[src/rtl/encryptor_pkg.sv]
// Shared types and constants for the DES job arbiter and its helpers.
package encryptor_pkg;

   localparam int DES_BLOCK_W = 64;
   localparam int SYNC_STAGES = 2;

   typedef enum logic [2:0] {
      IDLE,
      SETUP,
      START,
      WAIT,
      ACK,
      RESP
   } arb_state_t;

   typedef enum logic {
      REQ_A = 1'b0,
      REQ_B = 1'b1
   } req_id_t;

endpackage

[src/rtl/encryptor_arbiter_job_timer.sv]
// Saturating up-counter with synchronous clear and a terminal count at TIMEOUT_CYCLES-1.
module job_timer #(
   parameter int TIMEOUT_CYCLES = 255,
   localparam int TIMER_W = $clog2(TIMEOUT_CYCLES)
) (
   input  logic               clk,
   input  logic               rst,
   input  logic               clear,
   input  logic               enable,
   output logic [TIMER_W-1:0] count,
   output logic               terminal
);

   assign terminal = (count == TIMER_W'(TIMEOUT_CYCLES - 1));

   // NOTE: sequential state is updated with <= so every flop samples pre-edge values.
   always_ff @(posedge clk or posedge rst) begin
      if (rst) begin
         count <= '0;
      end else if (clear) begin
         count <= '0;
      end else if (enable && !terminal) begin
         count <= count + TIMER_W'(1);
      end
   end

endmodule

[src/rtl/encryptor_arbiter.sv]
// Round-robin two-requester front end that sequences single DES jobs through encryptor_core.
module encryptor_arbiter
   import encryptor_pkg::*;
#(
   parameter int TIMEOUT_CYCLES = 255
) (
   input  logic                   clk,
   input  logic                   rst,
   input  logic                   req_a_valid,
   input  logic [DES_BLOCK_W-1:0] req_a_data,
   input  logic                   req_a_encrypt,
   output logic                   req_a_ready,
   input  logic                   req_b_valid,
   input  logic [DES_BLOCK_W-1:0] req_b_data,
   input  logic                   req_b_encrypt,
   output logic                   req_b_ready,
   output logic                   resp_a_valid,
   output logic [DES_BLOCK_W-1:0] resp_a_data,
   output logic                   resp_a_err,
   input  logic                   resp_a_ready,
   output logic                   resp_b_valid,
   output logic [DES_BLOCK_W-1:0] resp_b_data,
   output logic                   resp_b_err,
   input  logic                   resp_b_ready,
   output logic [DES_BLOCK_W-1:0] core_rcv_data,
   output logic                   core_rcv_data_ready,
   output logic                   core_encrypt,
   output logic                   core_handshake_ack,
   input  logic [DES_BLOCK_W-1:0] core_trans_data,
   input  logic                   core_trans_data_ready,
   output logic                   busy,
   output logic                   err_timeout
);

   localparam int TIMER_W = $clog2(TIMEOUT_CYCLES);

   arb_state_t             state;
   arb_state_t             state_next;
   req_id_t                last_grant;
   req_id_t                owner;
   logic [DES_BLOCK_W-1:0] job_data;
   logic                   job_enc;
   logic [DES_BLOCK_W-1:0] resp_reg;
   logic                   resp_err;
   logic                   grant_a;
   logic                   grant_b;
   logic                   accept;
   logic                   owner_ready;
   logic                   setup_done;
   logic [TIMER_W-1:0]     timer;
   logic                   timer_tc;

   // The timer doubles as the SETUP dwell counter before being cleared again in START.
   job_timer #(
      .TIMEOUT_CYCLES(TIMEOUT_CYCLES)
   ) u_job_timer (
      .clk      (clk),
      .rst      (rst),
      .clear    ((state == IDLE) || (state == START)),
      .enable   ((state == SETUP) || (state == WAIT)),
      .count    (timer),
      .terminal (timer_tc)
   );

   assign setup_done  = (timer == TIMER_W'(SYNC_STAGES - 1));
   assign owner_ready = (owner == REQ_A) ? resp_a_ready : resp_b_ready;
   assign accept      = (state == IDLE) && (grant_a || grant_b);
   assign busy        = (state != IDLE);

   // NOTE: every always_comb output gets a default first so no latch can be inferred.
   always_comb begin
      grant_a = 1'b0;
      grant_b = 1'b0;
      if (req_a_valid && req_b_valid) begin
         grant_a = (last_grant == REQ_B);
         grant_b = (last_grant == REQ_A);
      end else begin
         grant_a = req_a_valid;
         grant_b = req_b_valid;
      end
   end

   // Gated by rst so the outputs are zero while reset is held even with requests pending.
   assign req_a_ready = (state == IDLE) && grant_a && !rst;
   assign req_b_ready = (state == IDLE) && grant_b && !rst;

   always_ff @(posedge clk or posedge rst) begin
      if (rst) begin
         state <= IDLE;
      end else begin
         state <= state_next;
      end
   end

   always_comb begin
      state_next = state;
      unique case (state)
         IDLE:  if (accept) state_next = SETUP;
         SETUP: if (setup_done) state_next = START;
         START: state_next = WAIT;
         WAIT:  if (core_trans_data_ready || timer_tc) state_next = ACK;
         ACK:   state_next = RESP;
         RESP:  if (owner_ready) state_next = IDLE;
         default: state_next = IDLE;
      endcase
   end

   // NOTE: datapath registers are reset as well, so nothing stale can leak out after reset.
   always_ff @(posedge clk or posedge rst) begin
      if (rst) begin
         last_grant <= REQ_B;
         owner      <= REQ_A;
         job_data   <= '0;
         job_enc    <= 1'b0;
         resp_reg   <= '0;
         resp_err   <= 1'b0;
      end else begin
         if (accept) begin
            owner      <= grant_a ? REQ_A : REQ_B;
            last_grant <= grant_a ? REQ_A : REQ_B;
            job_data   <= grant_a ? req_a_data : req_b_data;
            job_enc    <= grant_a ? req_a_encrypt : req_b_encrypt;
         end
         if (state == WAIT) begin
            if (core_trans_data_ready) begin
               resp_reg <= core_trans_data;
               resp_err <= 1'b0;
            end else if (timer_tc) begin
               resp_reg <= '0;
               resp_err <= 1'b1;
            end
         end
      end
   end

   always_comb begin
      core_rcv_data       = '0;
      core_encrypt        = 1'b0;
      core_rcv_data_ready = 1'b0;
      core_handshake_ack  = 1'b0;
      err_timeout         = 1'b0;
      resp_a_valid        = 1'b0;
      resp_a_data         = '0;
      resp_a_err          = 1'b0;
      resp_b_valid        = 1'b0;
      resp_b_data         = '0;
      resp_b_err          = 1'b0;
      if (state inside {SETUP, START, WAIT, ACK}) begin
         core_rcv_data = job_data;
         core_encrypt  = job_enc;
      end
      core_rcv_data_ready = (state == START);
      core_handshake_ack  = (state == ACK);
      err_timeout         = (state == WAIT) && timer_tc && !core_trans_data_ready;
      if (state == RESP) begin
         if (owner == REQ_A) begin
            resp_a_valid = 1'b1;
            resp_a_data  = resp_reg;
            resp_a_err   = resp_err;
         end else begin
            resp_b_valid = 1'b1;
            resp_b_data  = resp_reg;
            resp_b_err   = resp_err;
         end
      end
   end

endmodule

[config.mk]
export PLATFORM = sky130hd
export DESIGN_NAME = encryptor_arbiter
export DESIGN_NICKNAME = d
export VERILOG_FILES = /design/src/rtl/encryptor_pkg.sv /design/src/rtl/encryptor_arbiter_job_timer.sv /design/src/rtl/encryptor_arbiter.sv
export SDC_FILE = /design/constraint.sdc
export NUM_CORES = 1
export LEC_CHECK = 0
export CAP_MARGIN = 10
export CORE_AREA = 2 2 155 157
export DETAILED_ROUTE_END_ITERATION = 16
export DIE_AREA = 0 0 157 159
export DONT_BUFFER_PORTS = 1
export PLACE_DENSITY = 0.45
export SLEW_MARGIN = 20
export SYNTH_ARGS = -nofsm -noshare
export SYNTH_HDL_FRONTEND = slang
export SYNTH_SLANG_ARGS = --single-unit
export TNS_END_PERCENT = 10
[constraint.sdc]
create_clock -name clk -period 6.8 [get_ports clk]
set_input_delay 1.7 -clock clk [delete_from_list [all_inputs] [get_ports clk]]
set_output_delay 1.7 -clock clk [all_outputs]
set_load 0.005 [all_outputs]
==> results.py, run 1 <==
metrics = {
    "run_status": {
        "status": "completed",
    },
    "yosys": {
        "synth_edf_count": 0,
        "syn_nets": 944,
        "ys_types": 42,
        "synth_seq_cells": 143,
        "synth.avg_cell_area_um2": 10.0,
        "synth_ff_type": "dfrtp_1",
        "seq_area_frac_synth_pct": 48.1,
        "synthArstFlopShare_pct": 100,
        "synthTopCellsByArea": "dfrtp_1 (48%), and2_1 (16%), mux2i_1 (9.2%)",
        "netlist_area_um2": 7440,
        "synth_warnings": 0,
        "synthCells": 740,
        "yosysTopAreaCell": "dfrtp_1",
        "synth_top_area_share_pct": 47.8,
    },
    "clock_tree": {
        "cts_buffer_depth": 2,
        "clock_sinks": 143,
        "cts_max_level": 4,
        "root_buffer": "clkbuf_16",
        "path_clk_slew_ns": 0.05,
        "cts_setup_buffers": 0,
        "insertion_delay_ns": 0.41,
        "cts_tree": "built",
        "cts_buffers": 17,
        "cts_hold_buffers": 0,
        "ctsResizeCount": 0,
    },
    "global_route": {
        "grt_pass1_wl_um": 32100,
        "grt_max_degree": 84,
        "grt_overflow": 0,
        "grt_pass1_vias": 5356,
        "gr-usage-all-layers_pct": 16.6,
        "antenna_found_initial": 2,
    },
    "power": {
        "power_density_nw_per_um2": 442,
        "ir_drop_uv": 163,
        "leakagePower_nw": 3.78,
    },
    "worst_setup_path": {
        "rr_startpoint": "state[2]$_DFFE_PP0P_",
        "cp-start-kind": "input port",
        "crit_fanout": 19,
        "worstSetupStartpoint": "req_b_valid",
        "arrival_ns": 2.65,
        "required_ns": 5.10,
        "path_class": "input port to primary output",
        "cp-end-kind": "primary output",
    },
    "finish": {
        "ff_latch_area_um2": 3580,
        "area_delta_synth_final_pct": 10.4,
        "multiInputGateArea_um2": 3540,
        "drive_above_1_share_pct": 7.24,
        "nets": 910,
        "postLayoutCellArea_um2": 8210,
        "fillCellCount": 2361,
    },
    "floorplan": {
        "die_y_um": 159,
        "rows": 56,
        "initial_utilization_pct": 32.1,
        "die_w_um": 157,
        "pin_count": 404,
        "dieArea_um2": 25000,
        "coreArea_um2": 23200,
    },
    "placement": {
        "place_area_um2": 7600,
        "portBuffers": 0,
        "dpl.hpwl_um": 15300,
        "place.gp.congestion": 0.803,
    },
    "timing": {
        "relSlewSlack_pct": 34.3,
        "hold_viol": 0,
        "post-route-min-period_ns": 4.35,
        "rsz0062_at_grt": "false",
        "fmax_ghz": 0.230,
        "worst_slew_pin_slew_ns": 0.985,
        "finalSetupViolCount": 0,
        "tns_ns": 0,
        "skew_ns": 0.0110,
        "post-route-period-util_pct": 63.9,
        "finalMaxSlewViolations": 0,
    },
    "route": {
        "vias": 5320,
        "wl_per_cell_um": 20.7,
        "drtPass1Iterations": 4,
        "wirelength_um": 21500,
        "routed_via_density": 5.12,
        "dr.first_iter.drc_count": 235,
        "drc": 0,
        "ant_nets": 0,
    },
    "worst_hold_path": {
        "min_path_type": "flip-flop to flip-flop",
        "min_from": "job_data[7]$_DFFE_PP0P_",
    },
    "flow_run": {
        "max_cap_viol_count": 0,
    },
}
==> metrics by stage <==
| step | hold WS (ns) | worst slack [ns] | total power (W) | utilization, % | std cells |
|---|---|---|---|---|---|
| after floorplan | 0.447 | 1.26 | 0.00240 | - | 740 |
| after global placement | 0.462 | 2.43 | 0.00267 | 32.8 | 1006 |
| after detailed placement | 0.468 | 2.43 | 0.00270 | 32.8 | 1006 |
| after CTS | 0.481 | 2.43 | 0.00369 | 35.4 | 1037 |
| after global routing | 0.515 | 2.34 | 0.00392 | 35.4 | 1039 |
| final | 0.475 | 2.45 | 0.00363 | 35.4 | 1039 |
==> cells by family (layout without fill, tap and decap cells) <==
logic type | Yosys count | count (layout) | share of synthesized area (%)
adders and majority gates | 3 | 3 | 0.505
and+or+nand+nor | 305 | 305 | 23.2
buffers and inverters | 67 | 45 | 4.81
DFF | 143 | 143 | 48.1
other | 0 | 2 | 0
xor gates and xnor gates | 4 | 4 | 0.471
AOI/OAI and AO/OA | 150 | 150 | 13.7
muxes | 68 | 68 | 9.15
==> cells in the final DEF, fill, tap and decap left out, types with 3 or more instances in the layout <==
cell type and instances:
a21oi_1 3, a22o_1 64, and2_1 196, buf_4 7, bufinv_16 3, clkbuf_16 17
clkinvlp_4 4, dfrtp_1 142, ha_1 3, inv_1 4, inv_6 3, mux2i_1 68
nand2_1 70, nand3_1 9, nor2_1 9, nor3_1 4, o21ai_0 6, o21ai_1 68
==> final timing paths <==
| check | end | slack (ns) | depth (start not counted) |
|---|---|---|---|
| min in group asynchronous | owner$_DFFE_PP0P_ | 1.24 | 1 |
| max in group asynchronous | resp_reg[2]$_DFFE_PP0P_ | 4.08 | 2 |
| hold reg to reg | job_data[7]$_DFFE_PP0P_ | 0.47 | 2 |
| hold / removal | job_data[7]$_DFFE_PP0P_ | 0.47 | 2 |
| setup / recovery | req_b_ready | 2.45 | 4 |
| setup reg to reg | job_data[21]$_DFFE_PP0P_ | 4.40 | 5 |
==> cell usage after synthesis (2+ instances only) <==
cell / n
nand2_1: 70
and2_1: 196
a21oi_1: 3
inv_2: 2
ha_1: 3
o21ai_0: 6
a31oi_1: 2
nand3_1: 9
buf_4: 2
a21o_1: 2
clkbuf_1: 21
a22o_1: 64
nor4_1: 2
buf_6: 8
inv_1: 5
nor3_1: 4
mux2i_1: 68
xor2_1: 2
o21ai_1: 68
nand4_1: 2
nor2_1: 9
dfrtp_1: 142
buf_2: 28
nor4b_1: 2
xnor2_1: 2
o21ai_2: 2
==> final cells by class <==
| type | instances | area share [%] |
|---|---|---|
| flip-flops and latches | 143 | 43.6 |
| inverters | 7 | 0.381 |
| clock inverters | 12 | 1.95 |
| well taps | 319 | 4.86 |
| repair buffers | 7 | 0.640 |
| diodes | 2 | 0.0610 |
| multi-input cells | 530 | 43.1 |
| clock buffers | 19 | 5.40 |
==> per-layer routing <==
metal | vias up | wire length (um) | global-route usage (%)
met1 | 2591 | 8360 | 18.7
met3 | 13 | 2260 | 7.13
met2 | 277 | 10600 | 28.5
met5 | - | 0 | 0
met4 | 0 | 236 | 4.75
li1 | 2439 | - | -
==> worst max-delay path, stage by stage <==
cell and delay, ns:
inv_2 0.02, o21ai_4 0.59, nand2_1 0.13, nor3_1 0.21
==> where the power goes <==
| part | switching (W) | leakage (nW) | internal, W |
|---|---|---|---|
| clock network | 0.000369 | 0.282 | 0.000588 |
| logic | 0.000657 | 1.71 | 0.000502 |
| registers | 0.000274 | 1.79 | 0.00124 |
Note: power is estimated with default switching activity, not from simulation.
==> run 2, diff against run 1 <==
==> constraint.sdc (replaced) <==
create_clock -name clk -period 4.4 [get_ports clk]
set_input_delay 1.1 -clock clk [delete_from_list [all_inputs] [get_ports clk]]
set_output_delay 1.1 -clock clk [all_outputs]
set_load 0.005 [all_outputs]
==> results.py, run 2 (synthesis gave the netlist of run 1 again) <==
metrics = {
    "worst_setup_path": {
        "cp-start-kind": "flip-flop",
        "cp-end-kind": "primary output",
        "path_class": "flip-flop to primary output",
        "required_ns": 3.30,
        "arrival_ns": 2.31,
        "crit_fanout": 66,
    },
    "floorplan": {
        "initial_utilization_pct": 32.1,
        "die_y_um": 159,
        "coreArea_um2": 23200,
        "pin_count": 404,
        "dieArea_um2": 25000,
        "die_w_um": 157,
        "rows": 56,
    },
    "timing": {
        "relSlewSlack_pct": 38.5,
        "post-route-min-period_ns": 3.41,
        "fin_ws_ns": 0.994,
        "rsz0062_at_grt": "false",
        "finalSetupViolCount": 0,
        "skew_ns": 0.0133,
        "hold_viol": 0,
        "worst_slew_pin_slew_ns": 0.922,
        "tns_ns": 0,
        "holdWs_ns": 0.474,
        "finalMaxSlewViolations": 0,
        "fmax_ghz": 0.294,
        "post-route-period-util_pct": 77.4,
    },
    "clock_tree": {
        "cts_max_level": 4,
        "root_buffer": "clkbuf_16",
        "insertion_delay_ns": 0.42,
        "cts_buffers": 17,
        "path_clk_slew_ns": 0.06,
        "cts_tree": "built",
        "cts_setup_buffers": 0,
        "clock_sinks": 143,
        "cts_hold_buffers": 0,
        "cts_buffer_depth": 2,
        "ctsResizeCount": 0,
    },
    "worst_hold_path": {
        "min_path_type": "flip-flop to flip-flop",
    },
    "route": {
        "wirelength_um": 21200,
        "dr.first_iter.drc_count": 261,
        "ant_nets": 0,
        "drc": 0,
        "wl_per_cell_um": 20.4,
        "vias": 5317,
        "drtPass1Iterations": 5,
        "routed_via_density": 5.12,
    },
    "finish": {
        "mostFrequentLayoutCells": "and2_1 (196), dfrtp_1 (142), nand2_1 (70)",
        "fillCellCount": 2337,
        "area_delta_synth_final_pct": 10.7,
        "n_antenna_cell": 0,
        "postLayoutCellArea_um2": 8230,
        "nets": 912,
        "mostFrequentLayoutCell": "and2_1",
        "drive_above_1_share_pct": 7.23,
    },
    "flow_run": {
        "max_cap_viol_count": 0,
    },
    "placement": {
        "portBuffers": 0,
        "place.gp.congestion": 0.802,
        "dp_slack_ns": 1.42,
        "place_area_um2": 7640,
        "dpl.hpwl_um": 15000,
    },
    "power": {
        "power_density_nw_per_um2": 683,
        "leakagePower_nw": 3.79,
        "ir_drop_uv": 242,
    },
    "run_status": {
        "status": "completed",
    },
    "global_route": {
        "grt_pass1_vias": 5445,
        "gr-usage-all-layers_pct": 16.3,
        "antenna_found_initial": 0,
        "grt_max_degree": 131,
        "grt_pass1_wl_um": 31700,
        "grt_overflow": 0,
    },
}
run 2: cell count changes in the layout (fill, tap and decap cells not counted), sizes merged:
cell      delta
clkinvlp     +1
buf          +2
inv          -1
clkbuf       -1
diode        -2
run 2: worst max-delay path, stage by stage, from the launching register on:
cell and delay, ns:
dfrtp_1 0.64, and4b_2 0.93, and2_1 0.27
run 2: stage by stage:
step           util [%]  total power, W  cells
2_1_floorplan         -         0.00371    740
6_report           35.5         0.00562   1038
5_1_grt            35.5         0.00606   1038
3_5_place_dp       32.9         0.00419   1008
4_1_cts            35.5         0.00572   1038
3_3_place_gp       32.9         0.00414   1008
run 2: worst paths after layout:
path	start	to	slack, ns	cells past startpoint
worst max-delay path	state[2]$_DFFE_PP0P_	resp_b_data[59]	0.99	2
worst min register to register	job_data[11]$_DFFE_PP0P_	job_data[11]$_DFFE_PP0P_	0.47	2
max in group asynchronous	rst	job_data[10]$_DFFE_PP0P_	2.81	2
worst max register to register	last_grant$_DFFE_PP1P_	job_data[9]$_DFFE_PP0P_	2.25	5
min in group asynchronous	rst	job_data[48]$_DFFE_PP0P_	0.67	1
worst min-delay path	job_data[11]$_DFFE_PP0P_	job_data[11]$_DFFE_PP0P_	0.47	2
run 2: per-layer routing:
layer,global-route usage (%),vias up,wire [um]
li1,-,2448,-
met1,18.8,2566,8240
met2,28.1,282,10500
met3,6.04,21,2100
met4,5.05,0,338
met5,0,-,0
run 2: area by class of cell:
class | instances | area [um^2] | share of cell area [%]
clock inverter | 12 | 164 | 1.99
clock buffer | 18 | 429 | 5.21
inverter | 7 | 30.0 | 0.365
tap | 319 | 399 | 4.85
multi-input combinational | 530 | 3540 | 43.0
sequential | 143 | 3580 | 43.5
timing repair buffer | 9 | 92.6 | 1.12
run 2: report_power, final:
group          switching (W)  total, W  internal [W]  leakage (nW)
combinational        0.00102   0.00180      0.000785          1.73
sequential          0.000422   0.00234       0.00192          1.79
clock               0.000594   0.00149      0.000892         0.275
total                0.00203   0.00562       0.00359          3.79
==> run 3, diff against run 2 <==
--- a/config.mk
+++ b/config.mk
@@ -6,11 +6,11 @@
 export NUM_CORES = 1
 export LEC_CHECK = 0
 export CAP_MARGIN = 10
-export CORE_AREA = 2 2 155 157
+export CORE_AREA = 2 2 156 158
 export DETAILED_ROUTE_END_ITERATION = 16
-export DIE_AREA = 0 0 157 159
+export DIE_AREA = 0 0 158 160
 export DONT_BUFFER_PORTS = 1
-export PLACE_DENSITY = 0.45
+export PLACE_DENSITY = 0.46
 export SLEW_MARGIN = 20
 export SYNTH_ARGS = -nofsm -noshare
 export SYNTH_HDL_FRONTEND = slang
==> constraint.sdc (replaced) <==
create_clock -name clk -period 2.9 [get_ports clk]
set_input_delay 0.725 -clock clk [delete_from_list [all_inputs] [get_ports clk]]
set_output_delay 0.725 -clock clk [all_outputs]
set_load 0.005 [all_outputs]
==> results.py, run 3 (synthesis gave the netlist of run 1 again) <==
metrics = {
    "worst_setup_path": {
        "cpMaxStageDelayCell": "dfrtp_1",
        "arrival_ns": 1.99,
        "critical_path_buf_inv_count": 1,
        "ff2ff_setup_slack_ns": 0.84,
        "rr_startpoint": "u_job_timer.count[0]$_DFFE_PP0P_",
        "crit_fanout": 65,
        "cp_top_family": "flip-flops",
        "path_class": "flip-flop to primary output",
        "cpPeakStageDelay_ns": 0.49,
        "cp-end-kind": "primary output",
        "crit_chain": "nor2_1, xnor2_2, buf_4, and2_1",
        "rr_worst_depth": 7,
        "timing.rr.end": "resp_reg[42]$_DFFE_PP0P_",
        "cp-start-kind": "flip-flop",
        "required_ns": 2.17,
    },
    "finish": {
        "mostFrequentLayoutCells": "and2_1 (196), dfrtp_1 (142), nand2_1 (70)",
        "mostFrequentLayoutCell": "and2_1",
        "area_delta_synth_final_pct": 10.9,
        "utilization_pct": 34.6,
        "n_antenna_cell": 0,
        "drive_above_1_share_pct": 7.36,
        "nets": 912,
    },
    "floorplan": {
        "dieArea_um2": 25300,
        "coreArea_um2": 23800,
        "rows": 57,
        "initial_utilization_pct": 31.2,
        "die_w_um": 158,
        "pin_count": 404,
        "die_y_um": 160,
    },
    "route": {
        "wl_per_cell_um": 20.1,
        "vias": 5316,
        "drtPass1Iterations": 5,
        "wirelength_um": 21000,
        "drc": 0,
        "dr.first_iter.drc_count": 323,
        "routed_via_density": 5.09,
        "ant_nets": 0,
    },
    "timing": {
        "finalMaxSlewViolations": 0,
        "post-route-min-period_ns": 2.71,
        "skew_ns": 0.0108,
        "tns_ns": 0,
        "rsz0062_at_grt": "false",
        "fmax_ghz": 0.369,
        "hold_viol": 0,
        "relSlewSlack_pct": 42.5,
        "post-route-period-util_pct": 93.5,
        "worst_slew_pin_slew_ns": 0.863,
        "finalSetupViolCount": 0,
    },
    "power": {
        "total_power_w": 0.00840,
        "power_density_nw_per_um2": 1020,
        "leakagePower_nw": 3.79,
        "ir_drop_uv": 463,
    },
    "global_route": {
        "antenna_found_initial": 0,
        "gr-usage-all-layers_pct": 15.9,
        "grt_pass1_vias": 5299,
        "grt_max_degree": 131,
        "grt_pass1_wl_um": 31000,
        "grt_overflow": 0,
    },
    "clock_tree": {
        "cts_buffers": 17,
        "cts_tree": "built",
        "cts_hold_buffers": 0,
        "root_buffer": "clkbuf_16",
        "clock_sinks": 143,
        "path_clk_slew_ns": 0.07,
        "insertion_delay_ns": 0.41,
        "cts_max_level": 4,
        "cts_buffer_depth": 2,
    },
    "placement": {
        "portBuffers": 0,
        "dpl.hpwl_um": 14800,
        "place.gp.congestion": 0.822,
    },
    "worst_hold_path": {
        "min_path_type": "input port to async pin",
    },
    "run_status": {
        "status": "completed",
    },
    "flow_run": {
        "max_cap_viol_count": 0,
    },
}
-- run 3: cell count changes in the layout (fill, tap and decap cells not counted) --
cell / change
and3_2: +1
and3_4: -1
buf_12: +2
buf_6: +2
inv_6: +1
clkinv_2: +1
and4bb_2: +1
bufinv_16: -1
clkinv_4: -2
clkinvlp_4: +1
and4bb_1: -1
clkbuf_1: +1
buf_4: -4
-- run 3: cell type report --
type                    count  area, um^2
inverters                   7        30.0
clock inverters            12         138
multi-input cells         530        3530
repair buffers              9         125
fillers                  2421       15600
clock buffers              19         433
well taps                 324         405
flip-flops and latches    143        3580
-- run 3: timing repair --
item                                    CTS  global route
gates resized for setup                   0             1
setup buffers                             0             0
endpoints found under the setup margin    0            65
-- run 3: per-layer routing --
layer,vias up,track usage [%],wire length (um)
met4,0,3.64,174
met3,11,4.97,1820
met1,2593,18.6,8440
met2,267,28.4,10500
met5,-,0,0
li1,2445,-,-
-- run 3: metrics by stage --
stage / hold WS [ns] / std cells / setup slack [ns] / area [um^2]
6_report: 0.296 / 1044 / 0.188 / 8250
5_1_grt: 0.322 / 1044 / 0.0336 / 8250
4_1_cts: 0.304 / 1044 / 0.0500 / 8240
3_5_place_dp: 0.467 / 1013 / 0.520 / 7670
3_3_place_gp: 0.463 / 1013 / 0.555 / 7670
2_1_floorplan: 0.447 / 740 / 0.385 / 7440
-- run 3: power by group --
part | internal [W] | switching [W]
combinational | 0.00119 | 0.00147
sequential | 0.00291 | 0.000668
clock | 0.00127 | 0.000892
-- run 3: how the worst max path moves through the flow --
stage,from,to,slack (ns),cells past startpoint
5_1_grt,state[1]$_DFFE_PP0P_,core_rcv_data[60],0.03,4
6_report,state[1]$_DFFE_PP0P_,core_rcv_data[17],0.19,4
4_1_cts,state[2]$_DFFE_PP0P_,resp_a_data[29],0.05,3
2_1_floorplan,rst,job_data[0]$_DFFE_PP0P_,0.38,1
3_3_place_gp,state[2]$_DFFE_PP0P_,resp_a_data[29],0.56,3
3_5_place_dp,state[2]$_DFFE_PP0P_,resp_a_data[29],0.52,3
